**src/rtl/alu_arbiter_if.sv**
```systemverilog
// Bus bundle between the two requesters, the shared external ALU and the
// alu_arbiter. The arbiter uses the slave view; whoever models the requesters
// and the ALU uses the master view.
interface alu_arbiter_if #(
  parameter int DATA_W = 8
);
  // Requester 0
  logic              req0;
  logic [1:0]        op0;
  logic [DATA_W-1:0] a0;
  logic [DATA_W-1:0] b0;
  // Requester 1
  logic              req1;
  logic [1:0]        op1;
  logic [DATA_W-1:0] a1;
  logic [DATA_W-1:0] b1;
  // Ownership and completion back to the requesters
  logic              gnt0;
  logic              gnt1;
  logic              done0;
  logic              done1;
  logic [DATA_W:0]   result;
  logic              busy;
  // External ALU
  logic [1:0]        alu_sel;
  logic [DATA_W-1:0] alu_a;
  logic [DATA_W-1:0] alu_b;
  logic [DATA_W:0]   alu_out;

  modport slave (
    input  req0, op0, a0, b0,
    input  req1, op1, a1, b1,
    input  alu_out,
    output gnt0, gnt1, done0, done1, result, busy,
    output alu_sel, alu_a, alu_b
  );

  modport master (
    output req0, op0, a0, b0,
    output req1, op1, a1, b1,
    output alu_out,
    input  gnt0, gnt1, done0, done1, result, busy,
    input  alu_sel, alu_a, alu_b
  );
endinterface

```
**src/rtl/alu_arbiter.sv**
```systemverilog
// Two-requester arbiter in front of a shared external combinational ALU.
// IDLE picks a winner and latches its opcode/operands, EXEC drives the ALU and
// captures its output, WB finishes so that done pulses in the following cycle.
// Ties go round-robin by default; define ALU_ARB_FIXED_PRIO_EN to make
// requester 0 always win ties (the round-robin pointer is then left out).
module alu_arbiter #(
  parameter int DATA_W = 8
) (
  input  logic         clk,
  input  logic         rst,
  alu_arbiter_if.slave bus
);

  localparam logic [1:0] IDLE = 2'd0;
  localparam logic [1:0] EXEC = 2'd1;
  localparam logic [1:0] WB   = 2'd2;

  logic [1:0]        state_q, state_d;
  logic              owner_q, owner_d;
  logic [1:0]        op_q, op_d;
  logic [DATA_W-1:0] a_q, a_d;
  logic [DATA_W-1:0] b_q, b_d;
  logic [DATA_W:0]   result_q, result_d;
  logic              gnt0_q, gnt0_d;
  logic              gnt1_q, gnt1_d;
  logic              done0_q, done0_d;
  logic              done1_q, done1_d;
  logic              any_req;
  logic              win;

`ifndef ALU_ARB_FIXED_PRIO_EN
  // prio_q names the requester favoured on the next tie (0 out of reset)
  logic              prio_q, prio_d;
`endif

  assign any_req = bus.req0 | bus.req1;

`ifdef ALU_ARB_FIXED_PRIO_EN
  // Requester 0 wins whenever it asks; requester 1 only when alone
  always_comb begin
    win = ~bus.req0;
  end
`else
  // A lone requester always wins; on a tie the favoured requester wins
  always_comb begin
    if (bus.req0 && bus.req1) begin
      win = prio_q;
    end else begin
      win = bus.req1;
    end
  end
`endif

  // Next-state logic: grant and latch in IDLE, capture in EXEC, raise done in WB
  always_comb begin
    state_d  = state_q;
    owner_d  = owner_q;
    op_d     = op_q;
    a_d      = a_q;
    b_d      = b_q;
    result_d = result_q;
    gnt0_d   = gnt0_q;
    gnt1_d   = gnt1_q;
    done0_d  = 1'b0;
    done1_d  = 1'b0;
`ifndef ALU_ARB_FIXED_PRIO_EN
    prio_d   = prio_q;
`endif
    case (state_q)
      IDLE: begin
        gnt0_d = 1'b0;
        gnt1_d = 1'b0;
        if (any_req) begin
          state_d = EXEC;
          owner_d = win;
          op_d    = win ? bus.op1 : bus.op0;
          a_d     = win ? bus.a1  : bus.a0;
          b_d     = win ? bus.b1  : bus.b0;
          gnt0_d  = ~win;
          gnt1_d  = win;
`ifndef ALU_ARB_FIXED_PRIO_EN
          prio_d  = ~win;
`endif
        end
      end
      EXEC: begin
        result_d = bus.alu_out;
        state_d  = WB;
      end
      WB: begin
        done0_d = ~owner_q;
        done1_d = owner_q;
        state_d = IDLE;
      end
      default: begin
        state_d = IDLE;
        gnt0_d  = 1'b0;
        gnt1_d  = 1'b0;
      end
    endcase
  end

  // State registers; reset aborts any operation in flight and clears everything
  always_ff @(posedge clk or posedge rst) begin
    if (rst) begin
      state_q  <= IDLE;
      owner_q  <= 1'b0;
      op_q     <= '0;
      a_q      <= '0;
      b_q      <= '0;
      result_q <= '0;
      gnt0_q   <= 1'b0;
      gnt1_q   <= 1'b0;
      done0_q  <= 1'b0;
      done1_q  <= 1'b0;
    end else begin
      state_q  <= state_d;
      owner_q  <= owner_d;
      op_q     <= op_d;
      a_q      <= a_d;
      b_q      <= b_d;
      result_q <= result_d;
      gnt0_q   <= gnt0_d;
      gnt1_q   <= gnt1_d;
      done0_q  <= done0_d;
      done1_q  <= done1_d;
    end
  end

`ifndef ALU_ARB_FIXED_PRIO_EN
  // Round-robin pointer moves only when a grant is issued
  always_ff @(posedge clk or posedge rst) begin
    if (rst) begin
      prio_q <= 1'b0;
    end else begin
      prio_q <= prio_d;
    end
  end
`endif

  // The ALU sees the latched operation only during EXEC and zeros otherwise
  always_comb begin
    bus.alu_sel = '0;
    bus.alu_a   = '0;
    bus.alu_b   = '0;
    if (state_q == EXEC) begin
      bus.alu_sel = op_q;
      bus.alu_a   = a_q;
      bus.alu_b   = b_q;
    end
  end

  assign bus.gnt0   = gnt0_q;
  assign bus.gnt1   = gnt1_q;
  assign bus.done0  = done0_q;
  assign bus.done1  = done1_q;
  assign bus.result = result_q;
  assign bus.busy   = (state_q != IDLE);

endmodule

```
**src/flat_wrapper.sv**
```systemverilog
// flat-port wrapper written by rule: the top's interface ports become plain ports
module alu_arbiter_flat 
#(
  parameter int DATA_W = 8
)
  (clk, rst, bus_req0, bus_op0, bus_a0, bus_b0, bus_req1, bus_op1, bus_a1, bus_b1, bus_alu_out, bus_gnt0, bus_gnt1, bus_done0, bus_done1, bus_result, bus_busy, bus_alu_sel, bus_alu_a, bus_alu_b);
  alu_arbiter_if #(.DATA_W(DATA_W)) bus_i ();
  input  logic clk;
  input  logic rst;
  input wire logic [$bits(bus_i.req0)-1:0] bus_req0;
  input wire logic [$bits(bus_i.op0)-1:0] bus_op0;
  input wire logic [$bits(bus_i.a0)-1:0] bus_a0;
  input wire logic [$bits(bus_i.b0)-1:0] bus_b0;
  input wire logic [$bits(bus_i.req1)-1:0] bus_req1;
  input wire logic [$bits(bus_i.op1)-1:0] bus_op1;
  input wire logic [$bits(bus_i.a1)-1:0] bus_a1;
  input wire logic [$bits(bus_i.b1)-1:0] bus_b1;
  input wire logic [$bits(bus_i.alu_out)-1:0] bus_alu_out;
  output wire logic [$bits(bus_i.gnt0)-1:0] bus_gnt0;
  output wire logic [$bits(bus_i.gnt1)-1:0] bus_gnt1;
  output wire logic [$bits(bus_i.done0)-1:0] bus_done0;
  output wire logic [$bits(bus_i.done1)-1:0] bus_done1;
  output wire logic [$bits(bus_i.result)-1:0] bus_result;
  output wire logic [$bits(bus_i.busy)-1:0] bus_busy;
  output wire logic [$bits(bus_i.alu_sel)-1:0] bus_alu_sel;
  output wire logic [$bits(bus_i.alu_a)-1:0] bus_alu_a;
  output wire logic [$bits(bus_i.alu_b)-1:0] bus_alu_b;
  assign bus_i.req0 = bus_req0;
  assign bus_i.op0 = bus_op0;
  assign bus_i.a0 = bus_a0;
  assign bus_i.b0 = bus_b0;
  assign bus_i.req1 = bus_req1;
  assign bus_i.op1 = bus_op1;
  assign bus_i.a1 = bus_a1;
  assign bus_i.b1 = bus_b1;
  assign bus_i.alu_out = bus_alu_out;
  assign bus_gnt0 = bus_i.gnt0;
  assign bus_gnt1 = bus_i.gnt1;
  assign bus_done0 = bus_i.done0;
  assign bus_done1 = bus_i.done1;
  assign bus_result = bus_i.result;
  assign bus_busy = bus_i.busy;
  assign bus_alu_sel = bus_i.alu_sel;
  assign bus_alu_a = bus_i.alu_a;
  assign bus_alu_b = bus_i.alu_b;
  alu_arbiter #(.DATA_W(DATA_W)) u_core (.clk(clk), .rst(rst), .bus(bus_i));
endmodule
```
**config.mk**
```make
export PLATFORM = sky130hd
export DESIGN_NAME = alu_arbiter_flat
export DESIGN_NICKNAME = d
export VERILOG_FILES = /design/src/rtl/alu_arbiter_if.sv /design/src/rtl/alu_arbiter.sv /design/src/flat_wrapper.sv
export SDC_FILE = /design/constraint.sdc
export NUM_CORES = 1
export LEC_CHECK = 0
export CAP_MARGIN = 15
export CORE_MARGIN = 4
export CORE_UTILIZATION = 30
export CTS_CLUSTER_SIZE = 25
export DETAILED_ROUTE_END_ITERATION = 6
export SYNTH_ARGS = -nofsm -noshare
export SYNTH_HDL_FRONTEND = slang
export SYNTH_SLANG_ARGS = --single-unit
```
**constraint.sdc**
```tcl
create_clock -name clk -period 1.8 [get_ports clk]
set_input_delay 0.36 -clock clk [delete_from_list [all_inputs] [get_ports clk]]
set_output_delay 0.36 -clock clk [all_outputs]
set_load 0.02 [all_outputs]
```
; Word level (Yosys, flattened, before mapping)
; Index checks and enable logic that the tools add are counted.
[word_totals]
output_inout_bits = 32
wordCells = 37
reg_bits = 35
in_bits = 49
[classes]
mux = 15
n_eq_ne = 3
bitwise_logic = 3
reduce_logical = 5
[ops]
columns = cell, count
row1 = 2-to-1 mux 8 bit, 4
row2 = 2-to-1 mux 2 bit, 3
row3 = 2-to-1 mux 1 bit, 5
row4 = one-hot mux 1 bit (2 select lines), 2
row5 = one-hot mux 2 bit (2 select lines), 1
row6 = "== test 2 x 1 -> 1 bit, second input constant", 1
row7 = "== test 2 bit, second input constant", 1
row8 = zero test 2 bit, 1
row9 = "!= test 2 x 1 -> 1 bit, second input constant", 1
row10 = NOT 1 bit, 2
row11 = AND reduction 2 bit, 1
row12 = nonzero test 2 bit, 1
row13 = OR reduction 2 bit, 1
row14 = logical AND 1 bit, 1
row15 = bitwise OR 1 bit, 1

; Logic depth before layout (Yosys ltp)
; Gate-level depths: netlist of run 1.
[logic_depth]
word_depth = 5
ltp_mapped = 8

; Worst setup path after synthesis of run 1
; Ideal clock, no wire load.
[synth_timing]
path_type = flip-flop to output port
start = register u_core.state_q[1]
end = output port bus_alu_a[0]
required_time_ns = 1.440
path_stages_with_launch = 6
arrival_time_ns = 1.221
n_path_buf = 2
slack_ns = 0.219
cell_sequence = dfrtp_1 inv_1 ha_1 buf_2 clkbuf_1 and2_1
[synth_via]
elab_chain_len = 2
[synth_lines]
columns = element, line
row1 = "start, declared", alu_arbiter.sv:18  ; logic [1:0] state_q, state_d;
row2 = "start signal, assigned", alu_arbiter.sv:117  ; state_q <= state_d;
row3 = == test 2 x 1 -> 1 bit, alu_arbiter.sv:146  ; if (state_q == EXEC) begin
row4 = 2-to-1 mux 8 bit, alu_arbiter.sv:146
row5 = "end, declared", flat_wrapper.sv:26  ; output wire logic [$bits(bus_i.alu_a)-1:0] bus_alu_a;
; Every way passes these cells.

; Final worst setup path of run 1
[layout_timing]
start = register u_core.state_q[0]
end = output port bus_alu_b[3]
[layout_via]
elab_chain_len = 2
[layout_lines]
columns = element, line
row1 = == test 2 x 1 -> 1 bit, alu_arbiter.sv:146
row2 = 2-to-1 mux 8 bit, alu_arbiter.sv:146
row3 = "end, declared", flat_wrapper.sv:27  ; output wire logic [$bits(bus_i.alu_b)-1:0] bus_alu_b;
; Every way passes these cells.

==> summary.md, run 1 <==
| Metric | Value |
|---|---|
| Placed cells | `334` |
| Final worst path period share | `0.936` |
| First drt pass iteration count | `5` |
| Crit Path Category | `reg2out` |
| Overall die height | `85.7 microns` |
| Final ANT Viol Nets | `0` |
| Leak | `1.18 nW` |
| Number of distinct library cells after synthesis | `27` |
| Power per Cell Area | `1600 nW/um^2` |
| Number of resized instances in the post-cts repair step | `74` |
| Via count of the first global-routing pass | `1,691` |
| Standard cell area after detailed placement | `2760 sq um` |
| Total power draw | `4.40 mW` |
| Total negative setup slack | `0 ns` |
| Wirelength per Cell | `14.5 microns` |
| Max transition margin | `0.666` |
| Hold bufs inserted after CTS | `0` |
| Pin count of the biggest net entering global routing | `36` |
| CTS tree | `done` |
| Clock transition at the register clock pins on the worst setup and hold paths after CTS | `0.06 ns` |
| Number of filler cells placed in the layout | `568` |
| Maximum capacitance violations | `0` |
| Post-layout nets | `319` |
| Highest clock rate | `593 MHz` |
| Post-route worst setup slack | `0.115 ns` |
| Largest driver fanout on the critical path | `19` |
| Layout cell share with drive strength beyond 1 | `0.253` |
| DRC viols | `0` |
| Final count of pins violating max slew | `0` |
| Setup crit end kind | `output pin` |
| Main combinational cell family by area after synthesis | `compound AO/OA/AOI/OAI gates` |
| Slew @ Worst Pin | `0.498 ns` |
| Number of ports placed on the die boundary | `81` |
| Final routed wirelength across all metal layers | `4930 microns` |
| Post-Layout Inst Area | `2750 sq um` |
| Status | `complete, no violations` |
| Port buffer count | `80` |
| Number of setup buffers added after CTS | `0` |
| Shortest period the worst path allows | `1.69 ns` |
| Width of the die | `85.7 microns` |
| Post-synthesis mux area share | `0.0622` |
| Share of the synthesized area in compound gates (AO/OA/AOI/OAI) | `0.226` |
| Min-Delay Path Class | `reg2reg` |
| Total clock buffers created by CTS | `5` |
| Worst slack at placement | `-0.118 ns` |
| Fraction of the mapped netlist area in adder cells | `0.0277` |
| Global-route wire length before repair | `8140 microns` |
| Worst endpoint data arrival time | `1.33 ns` |
| Via Count | `1,599` |
| Synthesized-area fraction occupied by xor and xnor cells | `0` |
| Clock latency at the later pin of the worst-skew pair | `0.28 ns` |
| Footprint of the multi-input gates | `806 sq um` |
| Number of levels the H-tree was split into | `2` |
| First-iteration detailed-routing DRC count | `81` |
| Yosys warnings | `0` |
| Post-Route Skew | `0.0103 ns` |
| Endpoint required time on the critical path | `1.44 ns` |
| Number of failing hold endpoints at the final stage | `0` |
| Clock Path Buffers | `2` |
| Die Outline Area | `7340 sq um` |
| Initial core utilization | `0.307` |
| Post-route insts no fill | `340` |
| Number of storage elements in the synthesis netlist | `35` |
| Fraction of the yosys area taken by sequential cells | `0.484` |
| Simple-Gate Fraction of Synth Area | `0.122` |
| Syn Std Cell Area | `1810 sq um` |
| Buffer type at the clock tree root | `clkbuf_8` |
| Ratio of routed vias to standard cells | `4.70` |
| Synth-to-Final Area Change | `51.9%` |
| Average instance area after synthesis | `10.3 sq um` |
| Unrepaired setup endpoints after global routing | `false` |
| Ant. Diodes | `0` |
| Post-Syn Instances | `176` |
| Global router's overall resource usage | `0.140` |
| Area of the core region | `5890 sq um` |
| Startpoint types | `register` |
| Synth Net Count | `229` |
| Number of clock sinks | `35` |
| Storage element area | `876 sq um` |
| Max VDD drop | `0.000735 V` |
| Endpoints failing setup | `0` |
| Number of antenna violations at the first check in global routing | `0` |
| Placement Rows | `28` |
| Detailed placer's ending HPWL | `3510 microns` |
| GR Overflow Total | `0` |
| GPL Wtd Cong | `0.766` |
cells by family after synthesis:
logic type | Yosys count
AND/OR/NAND/NOR | 44
flip-flops | 35
multiplexers | 10
AO/OA/AOI/OAI | 63
adder cells (fa/ha/maj) | 4
buffers and inverters | 20
cells in the mapped netlist:
master    number  area, sq um
mux2_2        10          113
buf_2          6         30.0
nand2_1        3         11.3
ha_1           4         50.1
buf_4          4         30.0
buf_6          2         22.5
o21a_1         1         7.51
a31oi_1       19          119
o21ai_4        1         16.3
nor2_1        19         71.3
and2_1        19          119
a32o_2         1         11.3
a21oi_1       20          100
inv_1          4         15.0
buf_8          1         15.0
o21ai_0        9         45.0
inv_2          1         3.75
dfrtp_1       35          876
nand2b_1       1         6.26
o21ai_2        9         78.8
nor2b_1        1         6.26
buf_12         1         20.0
and2b_1        1         7.51
a21o_1         1         7.51
a211oi_1       1         7.51
clkbuf_1       1         3.75
o41ai_2        1         16.3
final timing paths:
kind                                   startpoint                    to  depth (start not counted)  slack [ns]
worst max-delay path            u_core.state_q[0]          bus_alu_b[3]                          4        0.11
worst min register to register     u_core.owner_q      u_core.bus.done0                          1        0.46
min in group asynchronous                     rst  u_core.bus.result[6]                          3        0.49
max in group asynchronous                     rst  u_core.bus.result[5]                          3        0.98
worst min-delay path               u_core.owner_q      u_core.bus.done0                          1        0.46
worst max register to register  u_core.state_q[0]         u_core.a_q[7]                          8        0.17
per-layer routing:
layer / track usage / share of wire / vias up
li1: - / - / 790
met1: 0.190 / 0.46 / 740
met2: 0.219 / 0.46 / 65
met3: 0.0413 / 0.073 / 4
met4: 0.0360 / 0.0087 / 0
met5: 0 / 0 / -
critical path: stages (launching register included):
cell and delay (ns):
dfrtp_1 0.41, ha_4 0.18, buf_12 0.14, and2_1 0.16, buf_4 0.15
cell usage in the layout (no fill, tap or decap), types with 2 or more instances in the layout:
master           count
inv_2                2
inv_1                3
o21ai_0              9
dfrtp_1             35
clkdlybuf4s50_1     61
buf_4               16
nand2_1              3
a31oi_1             19
buf_12               3
o21ai_2              9
clkbuf_8             5
nor2_1              19
and2_1              19
ha_1                 3
a21oi_1             20
mux2_2              10
buf_2               17
per-stage QoR:
step	hold WS [ns]	utilization
2_1_floorplan	0.419	-
3_3_place_gp	0.458	0.468
3_5_place_dp	0.457	0.468
4_1_cts	0.466	0.465
5_1_grt	0.492	0.467
6_report	0.459	0.467
flip-flops by register name, indices dropped and copies added, names as in the netlist, 2 cells and up:
| signal | cells |
|---|---|
| u_core.b_q | 8 |
| u_core.state_q | 2 |
| u_core.a_q | 8 |
| u_core.bus.result | 9 |
| u_core.op_q | 2 |
report_power, final:
group,total (mW),leakage (nW),internal (mW),switching [mW]
combinational,2.51,0.738,1.22,1.29
sequential,1.37,0.408,1.17,0.203
clock,0.517,0.0371,0.258,0.259
total,4.40,1.18,2.65,1.75
cell type report:
cell class	count	area share
timing repair buffer	98	0.321
sequential	35	0.319
multi-input combinational	121	0.293
tap	75	0.0342
clock buffer	6	0.0264
inverter	5	0.00683
Power figures use the tool's default switching activity.
==> run 2, diff against run 1 <==
==> constraint.sdc (replaced) <==
create_clock -name clk -period 2 [get_ports clk]
set_input_delay 0.4 -clock clk [delete_from_list [all_inputs] [get_ports clk]]
set_output_delay 0.4 -clock clk [all_outputs]
set_load 0.02 [all_outputs]
==> summary.md, run 2 (same netlist as run 1, synthesis figures left out) <==
| Metric | Value |
|---|---|
| Status | `complete, no violations (unchanged)` |
| Hold bufs inserted after CTS | `0 (unchanged)` |
| Via Count | `1,671 (was 1,599)` |
| Setup crit start | `u_core.state_q[1] (was u_core.state_q[0])` |
| Slew @ Worst Pin | `0.528 ns (was 0.498 ns)` |
| DRC viols | `0 (unchanged)` |
| Overall die height | `85.7 microns (unchanged)` |
| Buffer type at the clock tree root | `clkbuf_8 (unchanged)` |
| Final worst path period share | `0.911` |
| Total clock buffers created by CTS | `5 (unchanged)` |
| Endpoints failing setup | `0 (unchanged)` |
| Number of ports placed on the die boundary | `81 (unchanged)` |
| Endpoint required time on the critical path | `1.60 ns (was 1.44 ns)` |
| Layout cell share with drive strength beyond 1 | `0.236 (was 0.253)` |
| Most common library cell in the layout ignoring fill and taps | `clkdlybuf4s50_1 (unchanged)` |
| Top library cells by usage in the layout, fill and taps aside | `clkdlybuf4s50_1, dfrtp_1, a21oi_1 (unchanged)` |
| Unrepaired setup endpoints after global routing | `false (unchanged)` |
| Min-Delay Path Class | `reg2reg (unchanged)` |
| Number of clock sinks | `35 (unchanged)` |
| Initial core utilization | `0.307 (unchanged)` |
| Number of logic stages on the critical path including buffering | `5 (was 4)` |
| Global-route wire length before repair | `8180 microns (was 8140 microns)` |
| Family with the most delay on the worst path | `buffers and inverters (was flip-flops)` |
| Final routed wirelength across all metal layers | `5000 microns (was 4930 microns)` |
| GR Overflow Total | `0 (unchanged)` |
| Startpoint types | `register (unchanged)` |
| Buffers and inverters on the worst path | `3 (was 2)` |
| CTS tree | `done (unchanged)` |
| Port buffer count | `80 (unchanged)` |
| Switching share of power | `0.406 (was 0.398)` |
| Synth-to-Final Area Change | `50.2% (was 51.9%)` |
| GPL Wtd Cong | `0.687 (was 0.766)` |
| Number of setup buffers added after CTS | `0 (unchanged)` |
| Worst endpoint data arrival time | `1.42 ns (was 1.33 ns)` |
| First drt pass iteration count | `4 (was 5)` |
| Switching power total | `1.60 mW (was 1.75 mW)` |
| Cell depth of the worst flop-to-flop path | `8 (unchanged)` |
| Detailed placer's ending HPWL | `3500 microns (was 3510 microns)` |
| Termination of the worst setup path | `bus_alu_b[3] (unchanged)` |
| Reg-to-reg slack, setup | `0.52 ns (was 0.17 ns)` |
| Internal Pwr Total | `2.34 mW (was 2.65 mW)` |
| Setup crit end kind | `output pin (unchanged)` |
| Final count of pins violating max slew | `0 (unchanged)` |
| Total negative setup slack | `0 ns (unchanged)` |
| Largest driver fanout on the critical path | `23 (was 19)` |
| Post-route insts no fill | `338 (was 340)` |
| Chain of cells forming the critical path | `inv_1 -> ha_2 -> buf_12 -> and2_1 -> clkbuf_2 (was ha_4 -> buf_12 -> and2_1 -> buf_4)` |
| Global router's overall resource usage | `0.140 (about the same)` |
| Utilization after layout | `0.462 (was 0.467)` |
| Combinational power share | `0.560 (was 0.571)` |
| Clock latency at the later pin of the worst-skew pair | `0.29 ns (was 0.28 ns)` |
| Max FFs per register | `9 (unchanged)` |
| Maximum capacitance violations | `0 (unchanged)` |
| Pin count of the biggest net entering global routing | `36 (unchanged)` |
| Placed cells | `330 (was 334)` |
| Ratio of routed vias to standard cells | `4.94 (was 4.70)` |
| Max VDD drop | `0.000538 V (was 0.000735 V)` |
| Post-Route Skew | `0.0126 ns (was 0.0103 ns)` |
| Leak | `1.16 nW (was 1.18 nW)` |
| Sequential group share of total power | `0.312 (about the same)` |
| Final ANT Viol Nets | `0 (unchanged)` |
| Number of failing hold endpoints at the final stage | `0 (unchanged)` |
| Endpoint of the most critical register-to-register path | `u_core.a_q[7] (unchanged)` |
| Crit-path slowest cell | `dfrtp_1 (unchanged)` |
| Placement Rows | `28 (unchanged)` |
| Via count of the first global-routing pass | `1,648 (was 1,691)` |
| Max transition margin | `0.647 (was 0.666)` |
| Ant. Diodes | `0 (unchanged)` |
| Die Outline Area | `7340 sq um (unchanged)` |
| Post-layout nets | `315 (was 319)` |
| Number of levels the H-tree was split into | `2 (unchanged)` |
| Clock transition at the register clock pins on the worst setup and hold paths after CTS | `0.07 ns (was 0.06 ns)` |
| Proportion of power drawn by the clock network | `0.128 (was 0.117)` |
| Width of the die | `85.7 microns (unchanged)` |
| Critical Path Max Stage Delay | `0.38 ns (was 0.41 ns)` |
| Reg2reg start | `u_core.state_q[1] (was u_core.state_q[0])` |
| Area of the core region | `5890 sq um (unchanged)` |
| Crit Path Category | `reg2out (unchanged)` |
| Clock Path Buffers | `2 (unchanged)` |
| Highest clock rate | `549 MHz` |
| Number of antenna violations at the first check in global routing | `0 (unchanged)` |
| First-iteration detailed-routing DRC count | `76 (was 81)` |
| Wirelength per Cell | `14.8 microns (was 14.5 microns)` |
| Power per Cell Area | `1450 nW/um^2 (was 1600 nW/um^2)` |
| Shortest period the worst path allows | `1.82 ns` |
## run 2: worst min path at each step
stage / endpoint / startpoint / slack [ns] / cells after the start
after floorplan: u_core.bus.done0 / u_core.owner_q / 0.42 / 1
after global placement: u_core.bus.done0 / u_core.owner_q / 0.45 / 1
after detailed placement: u_core.bus.done0 / u_core.owner_q / 0.47 / 1
after CTS: u_core.bus.done0 / u_core.owner_q / 0.47 / 1
after global routing: u_core.bus.done0 / u_core.owner_q / 0.48 / 1
final: u_core.bus.done0 / u_core.owner_q / 0.46 / 1
## run 2: power by group through the flow
stage	sequential [mW]	clock, mW	combinational [mW]
3_5_place_dp	1.24	0	2.39
4_1_cts	1.23	0.515	2.30
3_3_place_gp	1.24	0	2.36
2_1_floorplan	1.35	0	1.28
6_report	1.23	0.502	2.20
5_1_grt	1.28	0.548	2.41
## run 2: per-layer routing
layer  up-vias  part of all wire  track usage
met5         -                 0            0
met4         0             0.010       0.0388
met3         5             0.090       0.0413
li1        786                 -            -
met1       798              0.47        0.194
met2        82              0.43        0.212
## run 2: through the flow
stage / hold WS [ns] / setup WS (ns) / total power, mW / area, sq um
after global routing: 0.484 / 0.0700 / 4.24 / 2720
after detailed placement: 0.466 / 0.0201 / 3.63 / 2730
after floorplan: 0.419 / 0.379 / 2.62 / 1810
after global placement: 0.452 / 0.0427 / 3.60 / 2730
after CTS: 0.468 / 0.000248 / 4.04 / 2800
final: 0.458 / 0.177 / 3.93 / 2720
## run 2: area by class of cell
cell class	instances	area (sq um)
multi-input combinational	121	796
clock buffer	7	76.3
fill	566	3170
timing repair buffer	94	852
inverter	5	18.8
clock inverter	1	5.00
tap	75	93.8
sequential	35	876
## run 2: timing repair
item	CTS	global route
endpoints found under the setup margin	19	18
gates cloned	0	0
gates resized for setup	32	25
==> run 3, diff against run 2 <==
--- a/config.mk
+++ b/config.mk
@@ -10,6 +10,7 @@
 export CORE_UTILIZATION = 30
 export CTS_CLUSTER_SIZE = 25
 export DETAILED_ROUTE_END_ITERATION = 6
+export PLACE_DENSITY_LB_ADDON = 0.25
 export SYNTH_ARGS = -nofsm -noshare
 export SYNTH_HDL_FRONTEND = slang
 export SYNTH_SLANG_ARGS = --single-unit
==> summary.md, run 3 (same netlist as run 1, synthesis figures left out) <==
| Metric | Value |
|---|---|
| Status | `complete, no violations (unchanged)` |
| Maximum capacitance violations | `0 (unchanged)` |
| GR Overflow Total | `0 (unchanged)` |
| Setup crit end kind | `output pin (unchanged)` |
| Clock latency at the later pin of the worst-skew pair | `0.28 ns (was 0.29 ns)` |
| Final routed wirelength across all metal layers | `4970 microns (was 5000 microns)` |
| Unrepaired setup endpoints after global routing | `false (unchanged)` |
| First-iteration detailed-routing DRC count | `95 (was 76)` |
| Switching share of power | `0.407 (was 0.406)` |
| Max FFs per register | `9 (unchanged)` |
| Worst slack on hold paths | `0.447 ns (was 0.458 ns)` |
| First drt pass iteration count | `4 (unchanged)` |
| Utilization after layout | `0.462 (about the same)` |
| Global router's overall resource usage | `0.144 (was 0.140)` |
| Endpoint required time on the critical path | `1.60 ns (about the same)` |
| Port buffer count | `80 (unchanged)` |
| Worst slack at placement | `0.0440 ns (was 0.0201 ns)` |
| Placement Rows | `28 (unchanged)` |
| Clock transition at the register clock pins on the worst setup and hold paths after CTS | `0.07 ns (about the same)` |
| Final ANT Viol Nets | `0 (unchanged)` |
| Most common library cell in the layout ignoring fill and taps | `clkdlybuf4s50_1 (unchanged)` |
| Global-route wire length before repair | `8340 microns (was 8180 microns)` |
| Via Count | `1,579 (was 1,671)` |
| Internal Pwr Total | `2.29 mW (was 2.34 mW)` |
| Total clock buffers created by CTS | `5 (unchanged)` |
| Post-Route Skew | `0.00497 ns (was 0.0126 ns)` |
| Ant. Diodes | `0 (unchanged)` |
| Worst endpoint data arrival time | `1.49 ns (was 1.42 ns)` |
| DRC viols | `0 (unchanged)` |
| Proportion of power drawn by the clock network | `0.126 (was 0.128)` |
| Final count of pins violating max slew | `0 (unchanged)` |
| Slew @ Worst Pin | `0.525 ns (was 0.528 ns)` |
| Width of the die | `85.7 microns (unchanged)` |
| Buffer type at the clock tree root | `clkbuf_8 (unchanged)` |
| Shortest period the worst path allows | `1.89 ns (was 1.82 ns)` |
| Footprint of the multi-input gates | `795 sq um (was 796 sq um)` |
| Synth-to-Final Area Change | `50.3% (was 50.2%)` |
| Storage element area | `876 sq um (unchanged)` |
| Largest driver fanout on the critical path | `9 (was 23)` |
| CTS tree | `done (unchanged)` |
| Post-route worst setup slack | `0.113 ns (was 0.177 ns)` |
| Max VDD drop | `0.000592 V (was 0.000538 V)` |
| Number of levels the H-tree was split into | `2 (unchanged)` |
| Clock Path Buffers | `2 (unchanged)` |
| Final worst path period share | `0.944 (was 0.911)` |
| Highest clock rate | `530 MHz (was 549 MHz)` |
| Top library cells by usage in the layout, fill and taps aside | `clkdlybuf4s50_1, dfrtp_1, a21oi_1 (unchanged)` |
| Via count of the first global-routing pass | `1,629 (was 1,648)` |
| Ratio of routed vias to standard cells | `4.69 (was 4.94)` |
| Max transition margin | `0.649 (was 0.647)` |
| Number of ports placed on the die boundary | `81 (unchanged)` |
| Sequential group share of total power | `0.317 (was 0.312)` |
| Combinational power share | `0.557 (was 0.560)` |
| Crit Path Category | `reg2out (unchanged)` |
| Endpoints failing setup | `0 (unchanged)` |
| Wirelength per Cell | `14.7 microns (was 14.8 microns)` |
| GPL Wtd Cong | `0.734 (was 0.687)` |
| Number of setup buffers added after CTS | `0 (unchanged)` |
| Post-layout nets | `314 (was 315)` |
| Detailed placer's ending HPWL | `3670 microns (was 3500 microns)` |
| Overall die height | `85.7 microns (unchanged)` |
| Layout cell share with drive strength beyond 1 | `0.225 (was 0.236)` |
| Initial core utilization | `0.307 (unchanged)` |
| Number of antenna violations at the first check in global routing | `0 (unchanged)` |
| Power per Cell Area | `1420 nW/um^2 (was 1450 nW/um^2)` |
| Total negative setup slack | `0 ns (unchanged)` |
| Leak | `1.16 nW (about the same)` |
| Startpoint types | `register (unchanged)` |
| Total power draw | `3.86 mW (was 3.93 mW)` |
| Number of clock sinks | `35 (unchanged)` |
| Switching power total | `1.57 mW (was 1.60 mW)` |
| Area of the core region | `5890 sq um (unchanged)` |
| Number of failing hold endpoints at the final stage | `0 (unchanged)` |
| Number of filler cells placed in the layout | `604 (was 566)` |
| Min-Delay Path Class | `in2async (was reg2reg)` |
| Die Outline Area | `7340 sq um (unchanged)` |
| Pin count of the biggest net entering global routing | `25 (was 36)` |
## run 3: cell types whose count changed in the layout (fill, tap and decap cells not counted), moves of 2 or more
cell             change
clkinv_2             +2
clkbuf_2             -3
clkbuf_1             -2
clkdlybuf4s15_1      +5
## run 3: per-layer routing
layer | vias to the layer above | global-route usage | share of wire
met5 | - | 0 | 0
met2 | 55 | 0.222 | 0.46
met1 | 740 | 0.197 | 0.46
met3 | 2 | 0.0413 | 0.071
li1 | 782 | - | -
met4 | 0 | 0.0432 | 0.0079
## run 3: area by class of cell
cell class	instances	area share
clock inverter	3	0.00552
clock buffer	5	0.0253
multi-input combinational	121	0.292
sequential	35	0.322
timing repair buffer	93	0.314
inverter	5	0.00690
tap	75	0.0345
## run 3: worst max-delay path, stage by stage, from the launching register on
cell	delay (ns)
dfrtp_1	0.39
inv_1	0.08
ha_1	0.16
buf_4	0.15
and2_1	0.13
clkdlybuf4s15_1	0.29
## run 3: worst paths after layout
path	from	to	slack (ns)	cells after the start
min reg2reg	u_core.owner_q	u_core.bus.done0	0.46	1
min in group clk	u_core.owner_q	u_core.bus.done0	0.46	1
max in group asynchronous	rst	u_core.state_q[1]	1.32	3
min	rst	u_core.bus.result[0]	0.45	3
max	u_core.state_q[1]	bus_alu_b[2]	0.11	5
max reg2reg	u_core.state_q[1]	u_core.b_q[3]	0.44	7
## run 3: power by group through the flow
| stage | Sequential (mW) | Combinational, mW | Clock, mW |
|---|---|---|---|
| finish | 1.22 | 2.15 | 0.486 |
| global route | 1.26 | 2.36 | 0.541 |
| CTS | 1.23 | 2.20 | 0.507 |
| detailed placement | 1.24 | 2.32 | 0 |
| global placement | 1.23 | 2.30 | 0 |
| floorplan | 1.35 | 1.28 | 0 |
## run 3: what timing repair did
item | CTS | global route
resized for setup | 20 | 33
setup endpoints to repair | 19 | 21
pin swaps | 0 | 0
hold endpoints to repair | 0 | 0
hold buffers | 0 | 0
## run 3: metrics by stage
stage	cells	instance area, sq um
2_1_floorplan	176	1810
3_3_place_gp	329	2710
3_5_place_dp	329	2710
4_1_cts	337	2770
5_1_grt	337	2720
6_report	337	2720
